[src/rtl/wm_pkg.sv]
// Shared encodings for the washing-machine sequencer: state codes seen by the display
// block and the command codes produced by the key scanner.
package wm_pkg;

  localparam int unsigned SecW   = 8;
  localparam int unsigned MaxSec = 255;

  typedef enum logic [2:0] {
    ST_IDLE  = 3'd0,
    ST_FILL  = 3'd1,
    ST_WASH  = 3'd2,
    ST_DRAIN = 3'd3,
    ST_SPIN  = 3'd4,
    ST_DONE  = 3'd5
  } wm_state_e;

  typedef enum logic [2:0] {
    KEY_NONE      = 3'd0,
    KEY_START     = 3'd1,
    KEY_FILL      = 3'd2,
    KEY_STOP_FILL = 3'd3,
    KEY_PAUSE     = 3'd4,
    KEY_RESUME    = 3'd5
  } wm_key_e;

endpackage

[src/rtl/sec_tick_gen.sv]
// One-second tick prescaler: emits a single-cycle tick every TICK_DIV enabled cycles.
// Holds its count while disabled; clr restarts the second from zero.
module sec_tick_gen #(
  parameter int unsigned TICK_DIV = 20000000
) (
  input  logic CLK,
  input  logic RST_N,
  input  logic en,
  input  logic clr,
  output logic tick
);

  localparam int unsigned CntW = (TICK_DIV > 1) ? $clog2(TICK_DIV) : 1;
  localparam logic [CntW-1:0] CntMax = CntW'(TICK_DIV - 1);

  logic [CntW-1:0] cnt_q, cnt_d;

  always_comb begin
    cnt_d = cnt_q;
    if (clr) begin
      cnt_d = '0;
    end else if (en) begin
      cnt_d = (cnt_q == CntMax) ? '0 : cnt_q + 1'b1;
    end
  end

  // Not gated by clr: the consumer uses tick to decide whether to clear.
  assign tick = en && (cnt_q == CntMax);

  always_ff @(posedge CLK or negedge RST_N) begin
    if (!RST_N) begin
      cnt_q <= '0;
    end else begin
      cnt_q <= cnt_d;
    end
  end

endmodule

[src/rtl/wm_ctrl.sv]
// Washing-machine sequencer: FILL -> WASH -> DRAIN -> SPIN -> DONE on one-second timers,
// driven by edge-detected key codes, with pause/resume and abort.
module wm_ctrl #(
  parameter int unsigned TICK_DIV  = 20000000,
  parameter int unsigned FILL_SEC  = 60,
  parameter int unsigned WASH_SEC  = 120,
  parameter int unsigned DIR_SEC   = 5,
  parameter int unsigned DRAIN_SEC = 40,
  parameter int unsigned SPIN_SEC  = 60,
  parameter int unsigned BUZZ_SEC  = 3
) (
  input  logic       CLK,
  input  logic       RST_N,
  input  logic [2:0] key_value,
  output logic       valve_in,
  output logic       valve_out,
  output logic       motor_fwd,
  output logic       motor_rev,
  output logic       buzzer,
  output logic       paused,
  output logic [2:0] state,
  output logic [7:0] sec_left
);

  import wm_pkg::*;

  if (FILL_SEC > MaxSec || WASH_SEC > MaxSec || DIR_SEC > MaxSec || DRAIN_SEC > MaxSec ||
      SPIN_SEC > MaxSec || BUZZ_SEC > MaxSec || FILL_SEC == 0 || WASH_SEC == 0 ||
      DIR_SEC == 0 || DRAIN_SEC == 0 || SPIN_SEC == 0 || BUZZ_SEC == 0) begin : g_dur_check
    $error("wm_ctrl: every duration must be in 1..255 seconds");
  end

  localparam logic [SecW-1:0] DirLast = SecW'(DIR_SEC - 1);

  function automatic logic [SecW-1:0] dur_of(input wm_state_e s);
    case (s)
      ST_FILL:  return SecW'(FILL_SEC);
      ST_WASH:  return SecW'(WASH_SEC);
      ST_DRAIN: return SecW'(DRAIN_SEC);
      ST_SPIN:  return SecW'(SPIN_SEC);
      ST_DONE:  return SecW'(BUZZ_SEC);
      default:  return '0;
    endcase
  endfunction

  function automatic wm_state_e next_of(input wm_state_e s);
    case (s)
      ST_FILL:  return ST_WASH;
      ST_WASH:  return ST_DRAIN;
      ST_DRAIN: return ST_SPIN;
      ST_SPIN:  return ST_DONE;
      default:  return ST_IDLE;
    endcase
  endfunction

  wm_state_e       state_q, state_d, nxt_state;
  logic [2:0]      key_prev_q;
  logic [SecW-1:0] sec_left_q, sec_left_d;
  logic [SecW-1:0] dir_cnt_q, dir_cnt_d;
  logic            paused_q, paused_d;
  logic            dir_rev_q, dir_rev_d;
  logic            cmd_valid, cmd_hit, enter, tick;

  sec_tick_gen #(
    .TICK_DIV(TICK_DIV)
  ) u_sec_tick_gen (
    .CLK  (CLK),
    .RST_N(RST_N),
    .en   (!paused_q),
    .clr  (enter),
    .tick (tick)
  );

  assign cmd_valid = (key_value != key_prev_q);

  always_comb begin
    state_d    = state_q;
    sec_left_d = sec_left_q;
    paused_d   = paused_q;
    dir_cnt_d  = dir_cnt_q;
    dir_rev_d  = dir_rev_q;
    nxt_state  = state_q;
    cmd_hit    = 1'b0;
    enter      = 1'b0;

    if (cmd_valid) begin
      case (key_value)
        KEY_NONE: begin
          cmd_hit   = 1'b1;
          enter     = 1'b1;
          nxt_state = ST_IDLE;
          paused_d  = 1'b0;
        end
        KEY_START: if (!paused_q && state_q == ST_IDLE) begin
          cmd_hit   = 1'b1;
          enter     = 1'b1;
          nxt_state = ST_FILL;
        end
        KEY_FILL: if (!paused_q && state_q == ST_WASH) begin
          cmd_hit   = 1'b1;
          enter     = 1'b1;
          nxt_state = ST_FILL;
        end
        KEY_STOP_FILL: if (!paused_q && state_q == ST_FILL) begin
          cmd_hit   = 1'b1;
          enter     = 1'b1;
          nxt_state = ST_WASH;
        end
        KEY_PAUSE: if (!paused_q && state_q != ST_IDLE && state_q != ST_DONE) begin
          cmd_hit  = 1'b1;
          paused_d = 1'b1;
        end
        KEY_RESUME: if (paused_q) begin
          cmd_hit  = 1'b1;
          paused_d = 1'b0;
        end
        default: ;
      endcase
    end

    // A state-changing command overrides the tick; a pause only discards an expiry.
    if (tick && !enter && state_q != ST_IDLE) begin
      if (sec_left_q == SecW'(1)) begin
        if (!cmd_hit) begin
          enter     = 1'b1;
          nxt_state = next_of(state_q);
        end
      end else begin
        sec_left_d = sec_left_q - SecW'(1);
        if (state_q == ST_WASH) begin
          if (dir_cnt_q == DirLast) begin
            dir_cnt_d = '0;
            dir_rev_d = !dir_rev_q;
          end else begin
            dir_cnt_d = dir_cnt_q + SecW'(1);
          end
        end
      end
    end

    if (enter) begin
      state_d    = nxt_state;
      sec_left_d = dur_of(nxt_state);
      dir_cnt_d  = '0;
      dir_rev_d  = 1'b0;
    end
  end

  always_ff @(posedge CLK or negedge RST_N) begin
    if (!RST_N) begin
      state_q    <= ST_IDLE;
      key_prev_q <= 3'd0;
      sec_left_q <= '0;
      dir_cnt_q  <= '0;
      paused_q   <= 1'b0;
      dir_rev_q  <= 1'b0;
    end else begin
      state_q    <= state_d;
      key_prev_q <= key_value;
      sec_left_q <= sec_left_d;
      dir_cnt_q  <= dir_cnt_d;
      paused_q   <= paused_d;
      dir_rev_q  <= dir_rev_d;
    end
  end

  // Actuators decode from registers only, so reset drops them in the same instant.
  always_comb begin
    valve_in  = 1'b0;
    valve_out = 1'b0;
    motor_fwd = 1'b0;
    motor_rev = 1'b0;
    buzzer    = 1'b0;
    if (!paused_q) begin
      case (state_q)
        ST_FILL:  valve_in = 1'b1;
        ST_WASH: begin
          motor_fwd = !dir_rev_q;
          motor_rev = dir_rev_q;
        end
        ST_DRAIN: valve_out = 1'b1;
        ST_SPIN: begin
          valve_out = 1'b1;
          motor_fwd = 1'b1;
        end
        ST_DONE:  buzzer = 1'b1;
        default: ;
      endcase
    end
  end

  assign paused   = paused_q;
  assign state    = state_q;
  assign sec_left = sec_left_q;

endmodule
[config.mk]
export PLATFORM = sky130hd
export DESIGN_NAME = wm_ctrl
export DESIGN_NICKNAME = d
export VERILOG_FILES = /design/src/rtl/wm_pkg.sv /design/src/rtl/sec_tick_gen.sv /design/src/rtl/wm_ctrl.sv
export SDC_FILE = /design/constraint.sdc
export NUM_CORES = 1
export LEC_CHECK = 0
export CORE_ASPECT_RATIO = 0.9
export CORE_MARGIN = 2
export CORE_UTILIZATION = 58
export CTS_CLUSTER_DIAMETER = 100
export CTS_CLUSTER_SIZE = 20
export DETAILED_ROUTE_END_ITERATION = 8
export DONT_BUFFER_PORTS = 1
export PLACE_DENSITY = 0.76
export SLEW_MARGIN = 20
export SYNTH_ARGS = -nofsm -noshare
export SYNTH_HDL_FRONTEND = slang
export SYNTH_HIERARCHICAL = 1
export SYNTH_SLANG_ARGS = --single-unit
[constraint.sdc]
create_clock -name CLK -period 3.55 [get_ports CLK]
set_clock_uncertainty 0.15 [all_clocks]
set_input_delay 0.71 -clock CLK [delete_from_list [all_inputs] [get_ports CLK]]
set_output_delay 0.71 -clock CLK [all_outputs]
set_load 0.02 [all_outputs]
## Yosys cells after proc, flatten, opt, wreduce, memory -nomap -nowiden

Index checks and enable logic that the tools add are counted.

- Flip-flop bits (word level): 49
- Word-level logic and storage cells: 108

- Add/subtract/negate cells: 3
- Equal/unequal tests: 23
- Mux-type cells: 50
- Reduce and logical (&&, ||, !) cells: 25

Operators by type and width:

| cell | number |
|---|---|
| $mux W25 | 3 |
| $mux W8 | 8 |
| $pmux W7 S4 | 1 |
| $add A25 B1 Y25 const B | 1 |
| $eq A25 B25 Y1 const B | 1 |
| $mux W1 | 25 |
| $pmux W3 S4 | 2 |
| $mux W3 | 7 |
| $eq A3 B2 Y1 const B | 6 |
| $eq A3 B3 Y1 const B | 6 |
| $eq A3 B1 Y1 const B | 3 |
| $add A8 B1 Y8 const B | 1 |
| $eq A8 B1 Y1 const B | 1 |
| $eq A8 B3 Y1 const B | 1 |
| $logic_and A1 B1 Y1 | 8 |
| $reduce_bool A2 Y1 | 4 |
| $sub A8 B1 Y8 const B | 1 |
| $logic_not A3 Y1 | 2 |
| $pmux W1 S6 | 1 |
| $reduce_and A3 Y1 | 2 |
| $reduce_or A2 Y1 | 3 |
| $ne A2 B2 Y1 const B | 2 |
| $pmux W1 S2 | 2 |
| $pmux W1 S4 | 1 |
| other kinds (7) | 9 |

## Logic depth before layout (Yosys ltp)

- Depth in word-level cells: 13
- Gate-level depth with buffers: 14
- Gate-level depth less buffers: 12

## Modules after synthesis

The synthesis kept the hierarchy.

Modules (own cells, without submodules):

| module | times used | cells an instance | area an instance (µm²) | sequential area each (µm²) |
|---|---|---|---|---|
| wm_ctrl | 1 | 200 | 1781.7 | 600.6 |
| sec_tick_gen | 1 | 170 | 1569.0 | 625.6 |

## Worst setup path before layout

No wires, ideal clock.

- Path type: reg-to-reg
- From: register u_sec_tick_gen.cnt_q[19]
- To: register u_sec_tick_gen.cnt_q[17]
- Setup time: 0.120 ns
- Arrival: 3.437 ns
- Slack: -0.157 ns
- Cell stages (with the launch flop): 13
- Path through: dfrtp_1 -> or4b_2 -> nor4_4 -> and3_1 -> o31a_1 -> nand2_1 -> o21bai_1 -> clkbuf_1 -> inv_1 -> a21oi_1 -> nand4_1 -> xor2_1 -> nor2_1

- Word-level cells in the longest chain between the ends: 6

RTL lines:

| item | RTL line | text |
|---|---|---|
| start, declared | sec_tick_gen.sv:16 | `logic [CntW-1:0] cnt_q, cnt_d;` |
| start signal, assigned | sec_tick_gen.sv:34 | `cnt_q <= cnt_d;` |
| $eq A25 B25 Y1 * | sec_tick_gen.sv:28 | `assign tick = en && (cnt_q == CntMax);` |
| $logic_and A1 B1 Y1 * | sec_tick_gen.sv:28 |  |
| net tick | wm_ctrl.sv:62 | `logic cmd_valid, cmd_hit, enter, tick;` |
| $logic_and A1 B1 Y1 * (2 in a row) | wm_ctrl.sv:122 | `if (tick && !enter && state_q != ST_IDLE) begin` |
| $mux W1 * | wm_ctrl.sv:122 |  |
| net enter | wm_ctrl.sv:62 |  |
| $ne A2 B1 Y1 (no line) or $mux W25 (tied branches) | -- |  |

Mark *: on every way through the listed nets, which the timed path passes. The rest lies on a longest branch. The select of a mux whose other input is x is not followed.
A chain may end at the register's enable or synchronous reset.

## Final worst setup path

- From: register u_sec_tick_gen.cnt_q[19]
- To: register u_sec_tick_gen.cnt_q[9]

- Word-level cells in the longest chain between the ends: 6

RTL lines:

| item | RTL line |
|---|---|
| $eq A25 B25 Y1 * | sec_tick_gen.sv:28 |
| $logic_and A1 B1 Y1 * | sec_tick_gen.sv:28 |
| net tick | wm_ctrl.sv:62 |
| $logic_and A1 B1 Y1 * (2 in a row) | wm_ctrl.sv:122 |
| $mux W1 * | wm_ctrl.sv:122 |
| $ne A2 B1 Y1 (no line) or $mux W25 (tied branches) | -- |

Marked as above.

==> results.sh <==
export IMPL_outcome="finished, final reports clean"
export IMPL_post_layout_nonfiller_instances=442
export IMPL_synth_cell_types=68
export IMPL_io_pins=22
export IMPL_switching_power_mw=0.7657
export IMPL_dominantRegCellSynth="sky130_fd_sc_hd__dfrtp_1"
export IMPL_utilization_pct=63.36
export IMPL_place_inst=433
export IMPL_p_per_area_nw_per_um2=509.2
export IMPL_timing_critical_path_max_delay_family="simple AND/OR/NAND/NOR gates"
export IMPL_detailroute_via_count=2922
export IMPL_cts_max_level=2
export IMPL_rsz0062_at_grt="no"
export IMPL_ant_nets=0
export IMPL_timing_worst_setup_path_type="reg2reg"
export IMPL_postRouteWirelength_mm=7.443
export IMPL_nature_of_the_critical_path_endpoint="register"
export IMPL_multi_input_comb_area_um2=1989
export IMPL_final_nets=381
export IMPL_synth_seq_cells=49
export IMPL_sequential_cell_area_um2=1226
export IMPL_peak_supply_drop_v=0.0004104
export IMPL_worst_path_buf_inv=1
export IMPL_clock_power_share_pct=19.4
export IMPL_setup_slack_ps=251.7
export IMPL_clk_pin_slew_ps=90
export IMPL_synth_top_cells_by_area="sky130_fd_sc_hd__dfrtp_1, sky130_fd_sc_hd__nor2_1, sky130_fd_sc_hd__a21oi_1"
export IMPL_route_detailed_drc=0
export IMPL_wl_per_cell_um=16.84
export IMPL_worst_slew_pin_transition_ps=867.5
export IMPL_slew_headroom_pct=41.63
export IMPL_crit_path_cell_trace="or4b_2 > nor4_4 > and3_1 > o31a_1 > nand2_1 > o21bai_2 > inv_1 > a21oi_4 > nand3_1 > xor2_1 > nor2_1"
export IMPL_cts_root_buf="sky130_fd_sc_hd__clkbuf_8"
export IMPL_hpwl_mm=5.227
export IMPL_final_cycle_utilization_of_the_critical_path_pct=92.91
export IMPL_start_util_pct=59.54
export IMPL_clock_fmax_ghz=0.3032
export IMPL_clk_path_buf_depth=2
export IMPL_launching_element_type_of_the_critical_path="register"
export IMPL_final_period_minus_worst_setup_slack_ps=3298
export IMPL_critical_path_required_ps=3630
export IMPL_finalHoldWorstSlack_ps=84.91
export IMPL_globalRouteTotalUtil_pct=24.22
export IMPL_grt_start_max_net_pins=50
export IMPL_first_global_vias=2820
export IMPL_p_comb_share_pct=35.2
export IMPL_synth_avg_cell_area_um2=9.056
export IMPL_row_count=26
export IMPL_fp_dieArea_um2=6402
export IMPL_detail_route_iter0_violations=241
export IMPL_finalMaxSlewViolations=0
export IMPL_global_route_overflow_total=0
export IMPL_total_power_mw=1.816
export IMPL_holdCritPathClass="in2async"
export IMPL_crit_path_max_fanout=8
export IMPL_synth_to_layout_area_growth_pct=6.423
export IMPL_final_hold_violation_count=0
export IMPL_stdcell_area_um2=3566
export IMPL_cts_buffers=5
export IMPL_fp_dieW_um=84.12
export IMPL_yosys_warnings=6
export IMPL_cellLeakagePower_nw=1.450
export IMPL_floorplan_core_area_um2=5628
export IMPL_wire_length_of_the_first_global_routing_pass_mm=13.01
export IMPL_fillCellCount=488
export IMPL_tritoncts_clock_tree="yes"
export IMPL_power_report_internal_total_mw=1.050
export IMPL_synthesis_nets=380
export IMPL_drive_above_1_share_pct=11.83
export IMPL_swShare_pct=42.17
export IMPL_power_sequential_fraction_pct=45.3
export IMPL_finalWeightedCongestion=0.8832
export IMPL_synthDominantCellAreaShare_pct=36.59
export IMPL_drv_max_cap_violation_count=0
export IMPL_buffer_ports_inserted=0
export IMPL_die_height_um=76.11
export IMPL_synth_enable_flop_cells=0
export IMPL_first_pass_iters=5
export IMPL_post_dp_cell_area_um2=3427
export IMPL_routed_via_density=6.611
export IMPL_worstPathArrival_ps=3380
export IMPL_synth_area_um2=3351
export IMPL_clkLatencyLatePin_ps=300
export IMPL_setup_viol_count_final=0
export IMPL_yosys_area_top_type="sky130_fd_sc_hd__dfrtp_1"
export IMPL_synth_instances=370
export IMPL_setup_tns_ps=0
export IMPL_async_reset_ff_share_pct=100.0
export IMPL_antenna_found_initial=0
export IMPL_tritoncts_num_sinks=49
export IMPL_dp_slack_ps=165.3
export IMPL_number_of_antenna_repair_diodes=0
export IMPL_slowest_stage_delay_cp_ps=740
export IMPL_worst_path_max_delay_cell="sky130_fd_sc_hd__or4b_2"
export IMPL_synth_seq_area_share_pct=36.59
## per-layer routing
layer	vias to the layer above	routed length, um	GRT usage [%]
met3	16	440	4.225
met1	1422	3376	34.41
met5	-	0	0
met4	0	114	8.065
met2	103	3512	37.62
li1	1381	-	-
## cells by family (layout without fill, tap and decap cells)
kind of cell | Yosys count | in the layout | share of synthesized area [%]
compound gates | 88 | 88 | 18.97
simple gates | 166 | 166 | 29.87
fa+ha+maj | 5 | 5 | 1.867
flops | 49 | 49 | 36.59
xor+xnor | 22 | 22 | 5.750
buf+inv | 32 | 34 | 4.481
mux | 8 | 8 | 2.465
## sequential cells by signal, summed over array words and instances (netlist names)
register              flops
u_sec_tick_gen/cnt_q     25
dir_rev_q                 1
state                     3
key_prev_q                3
dir_cnt_q                 8
sec_left                  8
paused                    1
## worst paths after layout
path                                     startpoint                 endpoint  slack [ps]  cells after the start
hold / removal                                RST_N              sec_left[3]          80                      1
setup reg to reg           u_sec_tick_gen/cnt_q[19]  u_sec_tick_gen/cnt_q[9]         250                     11
hold reg to reg                        dir_cnt_q[7]             dir_cnt_q[7]         410                      2
min in group CLK                       key_value[1]            key_prev_q[1]         280                      0
setup / recovery           u_sec_tick_gen/cnt_q[19]  u_sec_tick_gen/cnt_q[9]         250                     11
max in group asynchronous                     RST_N            key_prev_q[0]        2930                      1
## Yosys cell counts, types with 7 or more instances
cell,number
sky130_fd_sc_hd__a31o_2,7
sky130_fd_sc_hd__xor2_1,12
sky130_fd_sc_hd__xnor2_1,10
sky130_fd_sc_hd__clkbuf_1,9
sky130_fd_sc_hd__nand2_1,20
sky130_fd_sc_hd__nor2_1,36
sky130_fd_sc_hd__dfrtp_1,49
sky130_fd_sc_hd__a21oi_1,22
sky130_fd_sc_hd__nor3_1,8
sky130_fd_sc_hd__nand3_1,17
sky130_fd_sc_hd__nand4_1,13
sky130_fd_sc_hd__nor4_1,10
sky130_fd_sc_hd__o21ai_0,22
sky130_fd_sc_hd__nor4b_1,9
sky130_fd_sc_hd__and3_1,10
sky130_fd_sc_hd__inv_1,14
sky130_fd_sc_hd__and2_1,8
## layout make-up
class	instances	share of cell area, %
well taps	70	2.456
multi-input cells	289	55.79
clock buffers	6	2.316
clock inverters	2	0.4912
flip-flops and latches	49	34.39
repair buffers	12	3.088
inverters	14	1.474
## layout by cell type (no fill, tap or decap), types with 2 or more instances in the layout
master                       n
sky130_fd_sc_hd__dfrtp_1    49
sky130_fd_sc_hd__nor2_1     36
sky130_fd_sc_hd__o21ai_0    22
sky130_fd_sc_hd__a21oi_1    21
sky130_fd_sc_hd__nand2_1    20
sky130_fd_sc_hd__nand3_1    17
sky130_fd_sc_hd__inv_1      14
sky130_fd_sc_hd__nand4_1    13
sky130_fd_sc_hd__xor2_1     12
sky130_fd_sc_hd__buf_4      11
sky130_fd_sc_hd__nor4_1     10
sky130_fd_sc_hd__xnor2_1    10
sky130_fd_sc_hd__and3_1     10
sky130_fd_sc_hd__nor4b_1     9
sky130_fd_sc_hd__nor3_1      8
sky130_fd_sc_hd__and2_1      8
sky130_fd_sc_hd__a31o_2      7
sky130_fd_sc_hd__mux2i_1     6
sky130_fd_sc_hd__clkbuf_8    6
sky130_fd_sc_hd__nor3b_1     5
sky130_fd_sc_hd__a22oi_1     5
sky130_fd_sc_hd__ha_1        5
sky130_fd_sc_hd__nand2b_1    4
sky130_fd_sc_hd__a2bb2oi_1   4
sky130_fd_sc_hd__and4b_1     2
sky130_fd_sc_hd__o31ai_1     2
sky130_fd_sc_hd__a211oi_1    2
sky130_fd_sc_hd__or3b_1      2
sky130_fd_sc_hd__or3_1       2
sky130_fd_sc_hd__o311ai_0    2
sky130_fd_sc_hd__nor3_4      2
sky130_fd_sc_hd__o22ai_1     2
sky130_fd_sc_hd__mux2_2      2
sky130_fd_sc_hd__or4b_1      2
sky130_fd_sc_hd__and4_1      2
sky130_fd_sc_hd__a21o_1      2
sky130_fd_sc_hd__nand4b_1    2
## power by group through the flow
stage / combinational [mW] / clock [mW] / sequential [mW]
after floorplan: 0.501 / 0 / 0.803
after global placement: 0.603 / 0 / 0.829
after detailed placement: 0.611 / 0 / 0.835
after CTS: 0.629 / 0.366 / 0.823
after global routing: 0.719 / 0.390 / 0.846
final: 0.640 / 0.353 / 0.823
## repair_timing
| item | 4_1_cts | 5_1_grt |
|---|---|---|
| gates resized for setup | 0 | 2 |
| buffers inserted | 0 | 0 |
| endpoints found under the setup margin | 0 | 5 |
| hold buffers | 1 | 0 |
| hold endpoints to repair | 49 | 0 |
No activity file was read; power rests on OpenSTA's default activity.
